File: src/rtl/fetch_stage.sv
// Instruction fetch stage: PC register, async-read instruction memory address, IF/ID register.
// Optional performance counters are built when FETCH_PERF_COUNT_EN is defined.
module fetch_stage #(
  parameter logic [31:0] RESET_PC  = 32'h0000_0000,
  parameter logic [31:0] NOP_INSTR = 32'h0000_0000
) (
  input  logic        clk,
  input  logic        rst,
  input  logic        freeze,
  input  logic        branch_taken,
  input  logic [31:0] branch_address,
  output logic [31:0] mem_address,
  input  logic [31:0] mem_instruction,
  output logic [31:0] if_id_pc,
  output logic [31:0] if_id_instruction,
  output logic        if_id_valid
`ifdef FETCH_PERF_COUNT_EN
  ,
  output logic [31:0] fetch_count,
  output logic [31:0] stall_count
`endif
);

  logic [31:0] pc_q, pc_d;
  logic [31:0] pc_plus4;
  logic [31:0] if_pc_q, if_pc_d;
  logic [31:0] if_instr_q, if_instr_d;
  logic        if_valid_q, if_valid_d;

  // Redirect targets are always word aligned; the low bits are dropped.
  logic [1:0] unused_br_lsb;
  assign unused_br_lsb = branch_address[1:0];

  assign pc_plus4 = pc_q + 32'd4;

  always_comb begin
    pc_d       = pc_q;
    if_pc_d    = if_pc_q;
    if_instr_d = if_instr_q;
    if_valid_d = if_valid_q;
    if (branch_taken) begin
      pc_d       = {branch_address[31:2], 2'b00};
      if_pc_d    = 32'd0;
      if_instr_d = NOP_INSTR;
      if_valid_d = 1'b0;
    end else if (!freeze) begin
      pc_d       = pc_plus4;
      if_pc_d    = pc_plus4;
      if_instr_d = mem_instruction;
      if_valid_d = 1'b1;
    end
  end

  always_ff @(posedge clk) begin
    if (rst) begin
      pc_q       <= {RESET_PC[31:2], 2'b00};
      if_pc_q    <= 32'd0;
      if_instr_q <= NOP_INSTR;
      if_valid_q <= 1'b0;
    end else begin
      pc_q       <= pc_d;
      if_pc_q    <= if_pc_d;
      if_instr_q <= if_instr_d;
      if_valid_q <= if_valid_d;
    end
  end

  assign mem_address       = pc_q;
  assign if_id_pc          = if_pc_q;
  assign if_id_instruction = if_instr_q;
  assign if_id_valid       = if_valid_q;

`ifdef FETCH_PERF_COUNT_EN
  logic [31:0] fetch_cnt_q, fetch_cnt_d;
  logic [31:0] stall_cnt_q, stall_cnt_d;

  always_comb begin
    fetch_cnt_d = fetch_cnt_q;
    stall_cnt_d = stall_cnt_q;
    if (!branch_taken && !freeze) fetch_cnt_d = fetch_cnt_q + 32'd1;
    if (!branch_taken && freeze)  stall_cnt_d = stall_cnt_q + 32'd1;
  end

  always_ff @(posedge clk) begin
    if (rst) begin
      fetch_cnt_q <= 32'd0;
      stall_cnt_q <= 32'd0;
    end else begin
      fetch_cnt_q <= fetch_cnt_d;
      stall_cnt_q <= stall_cnt_d;
    end
  end

  assign fetch_count = fetch_cnt_q;
  assign stall_count = stall_cnt_q;
`endif

endmodule

File: config.mk
export PLATFORM = sky130hd
export DESIGN_NAME = fetch_stage
export DESIGN_NICKNAME = d
export VERILOG_FILES = /design/src/rtl/fetch_stage.sv
export SDC_FILE = /design/constraint.sdc
export NUM_CORES = 1
export LEC_CHECK = 0
export BUFFER_PORTS_ARGS = -buffer_cell sky130_fd_sc_hd__buf_4
export CORE_MARGIN = 8
export CORE_UTILIZATION = 45
export DETAILED_ROUTE_END_ITERATION = 12
export GPL_ROUTABILITY_DRIVEN = 0
export PLACE_DENSITY_LB_ADDON = 0.12
export SLEW_MARGIN = 30
export SYNTH_ARGS = -nofsm -noshare
export SYNTH_HDL_FRONTEND = slang
export SYNTH_SLANG_ARGS = --single-unit
File: constraint.sdc
create_clock -name clk -period 2.05 [get_ports clk]
set_clock_uncertainty 0.2 [all_clocks]
set_input_delay 0.205 -clock clk [delete_from_list [all_inputs] [get_ports clk]]
set_output_delay 0.205 -clock clk [all_outputs]
set_load 0.05 [all_outputs]
## Word level (Yosys, flattened, before mapping)

Index checks and enable logic that the tools add are counted.

- Add/subtract/negate cells: 1
- $mul: 0
- Div/mod/pow operators: 0
- Magnitude comparators: 0
- Equal/unequal tests: 1
- Shifts and indexed selects: 0
- Multiplexer cells: 2
- Bitwise gates (word level): 0
- Reductions and logical operators: 1

Operator list:

| cell | count |
|---|---|
| 2-to-1 mux 32 bit | 2 |
| adder 32 x 3 -> 32 bit (second input constant) | 1 |
| != test 2 x 1 -> 1 bit (second input constant) | 1 |
| OR reduction 2 bit | 1 |

- Register bits: 97
- Bits in latches: 0
- Bits in writable memories: 0
- Bits in read-only memories: 0
- Output and inout port bits: 97
- Logic and storage cells: 10
- Memories kept: 0

## Logic depth before layout (Yosys ltp)

- Depth after elaboration: 3
- Gate-level depth with buffers: 7

## Worst setup path before layout

OpenSTA, ideal clock, no wires.

- Path type: reg2reg
- Start point: register pc_q[2] (netlist: mem_address[2])
- End point: register pc_q[30] (netlist: mem_address[30])
- Arrival: 2.344 ns
- Required time: 1.730 ns
- Slack: -0.614 ns
- Cell stages (with the launch flop): 7
- Clock period less this slack: 2.664 ns
- Cell sequence: dfxtp_1 -> ha_1 -> nand4_1 -> nor4_4 -> nand3_1 -> o31a_1 -> o31a_1

- Longest elaborated chain between the ends: 3

Ends and longest elaborated chain:

| item | line | source |
|---|---|---|
| from (decl) | 24 | `logic [31:0] pc_q, pc_d;` |
| from (signal assigned) | 56 | `pc_q <= {RESET_PC[31:2], 2'b00};` |
| from (signal assigned) | 61 | `pc_q <= pc_d;` |
| adder 32 x 3 -> 32 bit | 34 | `assign pc_plus4 = pc_q + 32'd4;` |
| 2-to-1 mux 32 bit | 46 | `end else if (!freeze) begin` |
| 2-to-1 mux 32 bit | 41 | `if (branch_taken) begin` |

Every way passes these cells. The select of a mux whose other input is x is not followed.
A chain may end at the register's enable or synchronous reset.

## Worst setup path after layout

Same ends and word-level chain as after synthesis.

==> impl_metrics.xml <==
<?xml version="1.0" encoding="UTF-8"?>
<metrics>
  <group name="status">
    <metric name="outcome" unit="">completed</metric>
  </group>
  <group name="drt">
    <metric name="postRouteWirelength" unit="um">13600</metric>
    <metric name="routed_via_count_divided_by_cell_count" unit="">4.96</metric>
    <metric name="vias" unit="">4369</metric>
    <metric name="detail_route.first_pass.iterations" unit="">4</metric>
    <metric name="drt_iter0_markers" unit="">146</metric>
    <metric name="wl_per_cell" unit="um">15.5</metric>
    <metric name="drt.antenna.violating_nets" unit="">0</metric>
    <metric name="route.detailed.drc" unit="">0</metric>
  </group>
  <group name="sta">
    <metric name="timing_limited_maximum_frequency" unit="GHz">0.509</metric>
    <metric name="finalCritPeriodShare" unit="%">95.9</metric>
    <metric name="fin_ws" unit="ns">0.0837</metric>
    <metric name="timing.setup.tns" unit="ns">0</metric>
    <metric name="timing.final.setup_violations" unit="">0</metric>
    <metric name="final_max_slew_viol_count" unit="">0</metric>
    <metric name="grt_setup_unrepaired" unit="">true</metric>
    <metric name="timing_hold_violations_final" unit="">0</metric>
    <metric name="period_needed" unit="ns">1.97</metric>
    <metric name="hold_ws" unit="ns">0.0158</metric>
  </group>
  <group name="floorplanning">
    <metric name="placeableCoreArea" unit="um2">9680</metric>
    <metric name="die_area" unit="um2">13300</metric>
    <metric name="initial_core_util" unit="%">45.8</metric>
    <metric name="io_pins" unit="">165</metric>
    <metric name="die_width" unit="um">115</metric>
    <metric name="fp.dieH" unit="um">115</metric>
    <metric name="num_rows" unit="">36</metric>
  </group>
  <group name="cells_and_area">
    <metric name="layout.nets" unit="">811</metric>
    <metric name="fillCellCount" unit="">787</metric>
    <metric name="final_layout_size_suffix_gt1_share" unit="%">33.9</metric>
    <metric name="signed_area_change_from_the_synthesized_netlist_to_the_final_layout" unit="%">52.8</metric>
    <metric name="regArea" unit="um2">1920</metric>
    <metric name="multi_input_comb_area" unit="um2">2300</metric>
    <metric name="final_area" unit="um2">6770</metric>
    <metric name="antennaDiodeCount" unit="">0</metric>
  </group>
  <group name="setup_path">
    <metric name="startpoint_type" unit="">flop</metric>
    <metric name="critPathSlowestCell" unit="">sky130_fd_sc_hd__dfxtp_4</metric>
    <metric name="crit_chain" unit="">ha_4 &gt; nand4_1 &gt; nor4_4 &gt; nand3_2 &gt; o31a_1 &gt; o31a_1</metric>
    <metric name="critical-path-top-cell-by-count" unit="">sky130_fd_sc_hd__o31a_1</metric>
    <metric name="path_max_fanout" unit="">6</metric>
    <metric name="criticalPathCategory" unit="">reg2reg</metric>
    <metric name="worst_endpoint_required_time" unit="ns">2.11</metric>
    <metric name="timing.reg2reg.setup_slack" unit="ns">0.08</metric>
    <metric name="timing.rr.end" unit="">mem_address[30]</metric>
    <metric name="endpoint_kind" unit="">flop</metric>
    <metric name="rr_startpoint" unit="">mem_address[2]</metric>
    <metric name="worst_ep_arrival_time" unit="ns">2.03</metric>
    <metric name="ff_to_ff_path_depth" unit="">6</metric>
    <metric name="max_stage_delay" unit="ns">0.37</metric>
  </group>
  <group name="hold_path">
    <metric name="hp-start" unit="">branch_address[18]</metric>
    <metric name="worst_hold_path.num_cells" unit="">4</metric>
    <metric name="hold_path.class" unit="">in2reg</metric>
    <metric name="whs_endpoint" unit="">mem_address[18]</metric>
  </group>
  <group name="power">
    <metric name="cellLeakagePower" unit="nW">3.03</metric>
    <metric name="power.share.combinational" unit="%">23.5</metric>
    <metric name="peakVddDrop" unit="mV">0.474</metric>
    <metric name="power.density" unit="nW/um2">626</metric>
    <metric name="power.clock.fraction" unit="%">30.3</metric>
    <metric name="cell_internal_pwr" unit="mW">2.92</metric>
    <metric name="total_design_power" unit="mW">4.24</metric>
    <metric name="switching_share" unit="%">31.1</metric>
    <metric name="switching_power" unit="mW">1.32</metric>
    <metric name="power.sequential.fraction" unit="%">46.2</metric>
  </group>
  <group name="clock_network">
    <metric name="clkSinkCount" unit="">93</metric>
    <metric name="tritoncts" unit="">done</metric>
    <metric name="cts_root_buffer_type" unit="">sky130_fd_sc_hd__clkbuf_8</metric>
    <metric name="h_tree_depth" unit="">3</metric>
    <metric name="worstSkewPairLatency" unit="ns">0.37</metric>
    <metric name="clock_tree.buffer_depth" unit="">2</metric>
    <metric name="cts.clk_slew.worst_paths" unit="ns">0.10</metric>
    <metric name="cts.repair_timing.setup_buffer_count" unit="">0</metric>
    <metric name="numCtsBuffers" unit="">9</metric>
  </group>
  <group name="placed_design">
    <metric name="io_buffers" unit="">158</metric>
    <metric name="dpl.hpwl" unit="um">9720</metric>
    <metric name="detailedPlace.worstSlack" unit="ns">0.0383</metric>
    <metric name="post_dp_cell_area" unit="um2">5930</metric>
  </group>
  <group name="job">
    <metric name="drv_cap" unit="">0</metric>
  </group>
  <group name="yosys">
    <metric name="postSynthCellCount" unit="">510</metric>
    <metric name="synth.avg_cell_area" unit="um2">8.69</metric>
    <metric name="ys_ff_latch" unit="">93</metric>
    <metric name="number_of_flops_mapped_to_enable_cells_by_yosys" unit="">0</metric>
    <metric name="synth.largest_area_cell" unit="">sky130_fd_sc_hd__dfxtp_1</metric>
    <metric name="ys_dominant_reg_cell" unit="">sky130_fd_sc_hd__dfxtp_1</metric>
    <metric name="async_set_or_reset_register_ratio_after_synthesis" unit="%">0</metric>
    <metric name="syn-cell-area" unit="um2">4430</metric>
    <metric name="post-synth-top-count-cell" unit="">sky130_fd_sc_hd__dfxtp_1</metric>
    <metric name="synth.yosys.seq_area_share" unit="%">42.0</metric>
    <metric name="synthTopCellsByArea" unit="">sky130_fd_sc_hd__dfxtp_1, sky130_fd_sc_hd__mux2i_1, sky130_fd_sc_hd__a21oi_1</metric>
    <metric name="number_of_warnings_printed_during_yosys_synthesis" unit="">0</metric>
    <metric name="synth_cell_types" unit="">42</metric>
    <metric name="post_synth_most_frequent_cells" unit="">sky130_fd_sc_hd__dfxtp_1, sky130_fd_sc_hd__nor2_1, sky130_fd_sc_hd__a21oi_1, sky130_fd_sc_hd__mux2i_1, sky130_fd_sc_hd__nand2_1</metric>
    <metric name="yosys.area.top_type_share" unit="%">42.0</metric>
  </group>
  <group name="global_routing">
    <metric name="grt_first_pass_wirelength" unit="um">22000</metric>
    <metric name="first_global_vias" unit="">4590</metric>
    <metric name="initial_antenna_violation_count" unit="">0</metric>
    <metric name="globalRoute.totalOverflow" unit="">0</metric>
    <metric name="global_route.usage.total" unit="%">20.7</metric>
    <metric name="grt_max_degree" unit="">37</metric>
  </group>
</metrics>
how the worst max path moves through the flow:
stage          slack, ns               to  cells after the start             from
2_1_floorplan      -0.10  mem_address[23]                      7  mem_address[18]
3_3_place_gp        0.07  mem_address[30]                      6   mem_address[2]
3_5_place_dp        0.04  mem_address[30]                      6   mem_address[2]
4_1_cts             0.03  mem_address[30]                      6   mem_address[2]
5_1_grt            -0.04  mem_address[30]                      6   mem_address[2]
6_report            0.08  mem_address[30]                      6   mem_address[2]
what timing repair did:
| action | CTS | global route |
|---|---|---|
| hold buffers | 61 | 0 |
| hold endpoints to repair | 63 | 0 |
| endpoints found under the setup margin | 0 | 14 |
| gates resized for setup | 0 | 3 |
placed cells by master (no fill, tap or decap), types with 5 or more instances in the layout:
cell type / Yosys / layout
sky130_fd_sc_hd__o21ai_0: 22 / 21
sky130_fd_sc_hd__xor2_1: 20 / 20
sky130_fd_sc_hd__dfxtp_1: 93 / 69
sky130_fd_sc_hd__dlygate4sd3_1: 0 / 61
sky130_fd_sc_hd__nor3_1: 13 / 12
sky130_fd_sc_hd__mux2i_1: 38 / 38
sky130_fd_sc_hd__xnor2_1: 28 / 28
sky130_fd_sc_hd__dfxtp_4: 0 / 11
sky130_fd_sc_hd__o21a_1: 16 / 16
sky130_fd_sc_hd__nand3_1: 17 / 16
sky130_fd_sc_hd__clkbuf_8: 6 / 10
sky130_fd_sc_hd__inv_1: 20 / 20
sky130_fd_sc_hd__a21oi_1: 49 / 49
sky130_fd_sc_hd__nand4_1: 13 / 13
sky130_fd_sc_hd__dfxtp_2: 0 / 13
sky130_fd_sc_hd__nor4_1: 7 / 6
sky130_fd_sc_hd__buf_4: 4 / 195
sky130_fd_sc_hd__nand2_1: 32 / 31
sky130_fd_sc_hd__nor2_1: 65 / 64
sky130_fd_sc_hd__o31a_1: 5 / 5
metal layers:
metal / GRT usage, % / vias to the layer above / wire, um
met5: 0 / - / 0
met4: 9.28 / 0 / 311
met3: 6.41 / 19 / 1050
met2: 36.6 / 129 / 6710
met1: 22.1 / 2028 / 5550
li1: - / 2193 / -
metrics by stage:
step | std cells | utilization, %
after floorplan | 513 | -
after global placement | 803 | 61.2
after detailed placement | 803 | 61.2
after CTS | 880 | 69.7
after global routing | 880 | 69.9
final | 880 | 69.9
sequential cells by signal (all words and copies together) (netlist names):
register	count
if_id_instruction	32
if_id_valid	1
if_id_pc	30
mem_address	30
critical path, delay by kind of cell, from the launching register on:
family,cells,cell delay [ns]
simple gates,3,0.64
compound gates,2,0.49
flops,1,0.37
fa+ha+maj,1,0.15
power by group through the flow:
stage	registers (mW)	logic, mW	clock network [mW]
5_1_grt	1.97	1.07	1.37
3_5_place_dp	2.00	0.905	0
3_3_place_gp	1.99	0.895	0
2_1_floorplan	2.27	0.310	0
6_report	1.96	0.998	1.28
4_1_cts	1.96	1.00	1.32
area by class of cell:
type	count	share of cell area, %
sequential	93	28.3
tap	133	2.46
timing repair buffer	257	30.9
inverter	20	1.11
multi-input combinational	361	34.0
clock inverter	4	0.388
clock buffer	12	2.77
logic make-up (layout without fill, tap and decap cells):
family          count (synthesis)  count (layout)  synth area share [%]
compound gates                 98              98                  12.6
xor+xnor                       48              48                  9.48
fa+ha+maj                       1               1                 0.282
buf+inv                        59             293                  7.34
flops                          93              93                  42.0
mux                            38              38                  8.58
other cells                     1               4                0.0846
simple gates                  172             172                  19.6
No activity file was read; power rests on OpenSTA's default activity.
